## config.mk

```make
export PLATFORM = sky130hd
export DESIGN_NAME = register_file
export DESIGN_NICKNAME = d
export VERILOG_FILES = /design/src/rtl/register_file.sv
export SDC_FILE = /design/constraint.sdc
export NUM_CORES = 2
export LEC_CHECK = 0
export CAP_MARGIN = 0
export CORE_MARGIN = 1
export CORE_UTILIZATION = 59
export CTS_CLUSTER_SIZE = 10
export DETAILED_ROUTE_END_ITERATION = 7
export PLACE_DENSITY = 0.76
export SYNTH_ARGS = -nofsm -noshare
export SYNTH_HDL_FRONTEND = slang
export SYNTH_SLANG_ARGS = --single-unit
```

## constraint.sdc

```tcl
create_clock -name clk -period 3.9 [get_ports clk]
set_input_delay 0.78 -clock clk [delete_from_list [all_inputs] [get_ports clk]]
set_output_delay 0.78 -clock clk [all_outputs]
set_load 0.01 [all_outputs]
```

## src/rtl/register_file.sv

```systemverilog
// Two-read, one-write register file with x0 hard-wired to zero and a saturating write counter.
// Optional macro REGFILE_BYPASS_EN enables write-first forwarding from the write port to the read ports.
module register_file #(
    parameter int DATA_W = 32,
    parameter int ADDR_W = 5
) (
    input  logic              clk,
    input  logic              rst_n,
    input  logic              wr_en,
    input  logic [ADDR_W-1:0] wr_addr,
    input  logic [DATA_W-1:0] wr_data,
    input  logic [ADDR_W-1:0] rs1_addr,
    input  logic [ADDR_W-1:0] rs2_addr,
    output logic [DATA_W-1:0] rs1_data,
    output logic [DATA_W-1:0] rs2_data,
    output logic [15:0]       wr_count
);

    localparam int NUM_REGS = 2 ** ADDR_W;

    logic [DATA_W-1:0] r_regs [NUM_REGS];
    logic [15:0]       r_wr_count;
    logic              w_commit;

    assign w_commit = wr_en && (wr_addr != '0);

    // NOTE: the array sits in flops rather than RAM because reset must clear every entry
    // asynchronously; a RAM macro cannot do that, so do not remap this to a memory.
    always_ff @(posedge clk or negedge rst_n) begin
        if (!rst_n) begin
            for (int i = 0; i < NUM_REGS; i++) begin
                r_regs[i] <= '0;
            end
            r_wr_count <= '0;
        end else if (w_commit) begin
            r_regs[wr_addr] <= wr_data;
            if (r_wr_count != 16'hFFFF) begin
                r_wr_count <= r_wr_count + 16'd1;
            end
        end
    end

    // NOTE: each output takes its stored value first, so every path assigns it and no latch forms.
    always_comb begin
        rs1_data = (rs1_addr == '0) ? '0 : r_regs[rs1_addr];
        rs2_data = (rs2_addr == '0) ? '0 : r_regs[rs2_addr];
`ifdef REGFILE_BYPASS_EN
        // w_commit already excludes x0; rst_n gates forwarding while the array is held clear.
        if (rst_n && w_commit && (rs1_addr == wr_addr)) begin
            rs1_data = wr_data;
        end
        if (rst_n && w_commit && (rs2_addr == wr_addr)) begin
            rs2_data = wr_data;
        end
`else
        // Read-first: the stored value stays visible until the committing edge.
`endif
    end

    assign wr_count = r_wr_count;

endmodule

```

==> flow_summary.ini <==
[detailed_routing]
viasPerCell = 7.15
drtIter0Drc = 4060
drtAntennaViolNets = 0
drc = 0
routed_wl_um = 175000
vias = 37846
post_drt_wl_per_cell_um = 33.1
drtPass1Iterations = 7

[cells_and_area]
final_layout_size_suffix_gt1_share_pct = 49.2
fin_util_pct = 68.7
layout_commonest_cell = dfrtp_1
nets = 4045
mostFrequentLayoutCells = 1040 x dfrtp_1, 984 x mux2_2, 384 x mux4_2, 309 x mux2i_1, 267 x buf_4
area_growth_pct = 15.5

[critical_path]
crit_required_ns = 3.12
timing.rr.start = wr_count[0]
r2r_end = wr_count[13]
worstPathMaxFanout = 17
cp.arrival_ns = 3.12
r2r_slack_ns = 1.79
end_kind = output pin
cp-start-kind = input pin
critical_path_class = input pin to output pin
rr_worst_depth = 6

[outcome]
violations = negative setup slack
outcome = finished with violations

[pwr]
cellLeakagePower_nw = 28.3
clkPwrFrac_pct = 31.6
swShare_pct = 27.9
p_int_mw = 22.6
combPwrFrac_pct = 22.2
p_per_area_mw_per_mm2 = 489
p_sw_mw = 8.78
ir_worst_vdd_uv = 387
p_seq_share_pct = 46.2

[die]
die_x_um = 309
dieArea_mm2 = 0.0953
io_pins = 130
core_mm2 = 0.0933
start_util_pct = 59.5
std_cell_rows = 112
chipHeight_um = 309

[yosys]
synthCells = 3808
avgSynthCellArea_um2 = 14.6
synth_area_leaders = dfrtp_1 47%, mux2_2 20%, mux4_2 16%
syn-num-nets = 3859
synth_top_area_share_pct = 46.9
synth_top_area_cell = dfrtp_1
yosysSeqAreaShare_pct = 46.9
ys_ff_latch = 1040
ys_types = 43
synth_area_mm2 = 0.0555
yosysWarningCount = 0

[clock_network]
tritoncts = done
cts_sinks = 1040
cts_root_buffer = clkbuf_16
holdBufCountCts = 0
clk_pin_slew_worst_paths_ns = 0.06
cts_max_path_buffers = 3
clock_latency_ns = 0.71
htreeDepth = 3
cts_buffers = 118

[timing]
min_period_over_period_pct = 100
finalSetupViolCount = 1
tightest_slew_ns = 1.16
final_period_minus_worst_setup_slack_ns = 3.90
setup_tns_ns = -0.00399
rsz0062_at_grt = yes
drv_slew = 0
worst_slack_ns = -0.00399
hold_ws_ns = 0.0949
relSlewSlack_pct = 22.6
clock.fmax_ghz = 0.256
hold_violations = 0
skew_ns = 0.0227

[global_routing]
grt-ovfl-total = 0
grt_pass1_vias = 38812
grt_pass1_wl_um = 260000
grt_max_degree = 85
antenna_found_initial = 14
track_usage_pct = 37.5

[job]
drv_cap = 0

[min_path]
hold_class = input pin to asynchronous set/reset pin

[placement]
dp_hpwl_um = 109000
port_buffers = 129
globalplace.congestion = 0.893
[logic make-up after synthesis]
group	after synthesis	synth area share, %
multiplexers	1761	42.8
flip-flops	1040	46.9
buffers and inverters	434	3.93
AO/OA/AOI/OAI	324	4.11
AND/OR/NAND/NOR	233	2.03
XOR/XNOR	15	0.237
adder cells (fa/ha/maj)	1	0.0225
[synthesized netlist by cell type, drive strengths merged]
cell       n
dfrtp   1040
mux2    1065
ha         1
or3        2
and2b      2
nor2b     12
o221ai    32
nor2      43
nor3b      1
nand4b     1
and3       3
nand4     29
mux2i    312
a22oi     40
a221oi    47
a21oi     57
or2        1
mux4     384
xnor2     12
clkbuf   209
a31oi      8
nand2    103
nor4       1
o21ai     33
and2       6
buf      225
nand3      9
a211oi    75
nand2b     5
and4      11
o22ai     32
nor3       3
xor2       3
or4        1
[sequential cells by signal, indices dropped and copies added (netlist names)]
signal,flops
wr_count,16
r_regs,1024
[critical path: stages]
cell and delay, ns:
buf_8 0.25, buf_4 0.31, mux4_2 0.53, mux2_2 0.27
o21ai_0 0.19, a31oi_1 0.12, clkdlybuf4s50_1 0.61
[power by group through the flow]
stage / sequential (mW) / clock, mW / combinational, mW
2_1_floorplan: 14.0 / 0 / 4.82
3_3_place_gp: 14.4 / 0 / 6.55
3_5_place_dp: 14.6 / 0 / 6.75
4_1_cts: 14.4 / 10.0 / 6.86
5_1_grt: 14.7 / 10.4 / 7.39
6_report: 14.5 / 9.92 / 6.96
[worst max-delay path by stage]
stage / start / endpoint / slack, ns / cells after the start
after floorplan: rs2_addr[1] / rs2_data[12] / 0.84 / 6
after global placement: rs1_addr[1] / rs1_data[31] / -0.43 / 9
after detailed placement: rs1_addr[1] / rs1_data[31] / -0.40 / 9
after CTS: rs1_addr[2] / rs1_data[31] / -0.05 / 10
after global routing: rs1_addr[0] / rs1_data[14] / -0.02 / 9
final: rs2_addr[0] / rs2_data[20] / -0.004 / 7
[stage by stage]
| stage | cell area (um2) | cells | total power [mW] | setup WS (ns) |
|---|---|---|---|---|
| floorplan | 55500 | 3808 | 18.8 | 0.837 |
| CTS | 63700 | 5272 | 31.3 | -0.0528 |
| detailed placement | 60100 | 5106 | 21.3 | -0.404 |
| global placement | 60100 | 5106 | 21.0 | -0.430 |
| finish | 64200 | 5292 | 31.4 | -0.00399 |
| global route | 64200 | 5292 | 32.5 | -0.0237 |
[final cells by class]
cell class,count,area (um2)
Tap cell,1254,1570
Multi-Input combinational cell,2335,27800
Fill cell,6383,29200
Timing Repair Buffer,499,5430
Clock inverter,6,58.8
Clock buffer,150,3210
Sequential cell,1040,26000
Antenna cell,8,20.0
[per-layer routing]
metal / up-vias / track usage, % / share of wire, %
li1: 14966 / - / -
met4: 10 / 19.2 / 5.5
met3: 608 / 9.01 / 9.9
met5: - / 0 / 0.037
met1: 20015 / 50.9 / 39
met2: 2247 / 56.6 / 46
[timing repair]
action	4_1_cts	5_1_grt
endpoints found under the setup margin	37	37
setup buffers	7	10
pin swaps	1	5
gates resized for setup	39	60
gates cloned	3	3
Note: power is estimated with default switching activity, not from simulation.
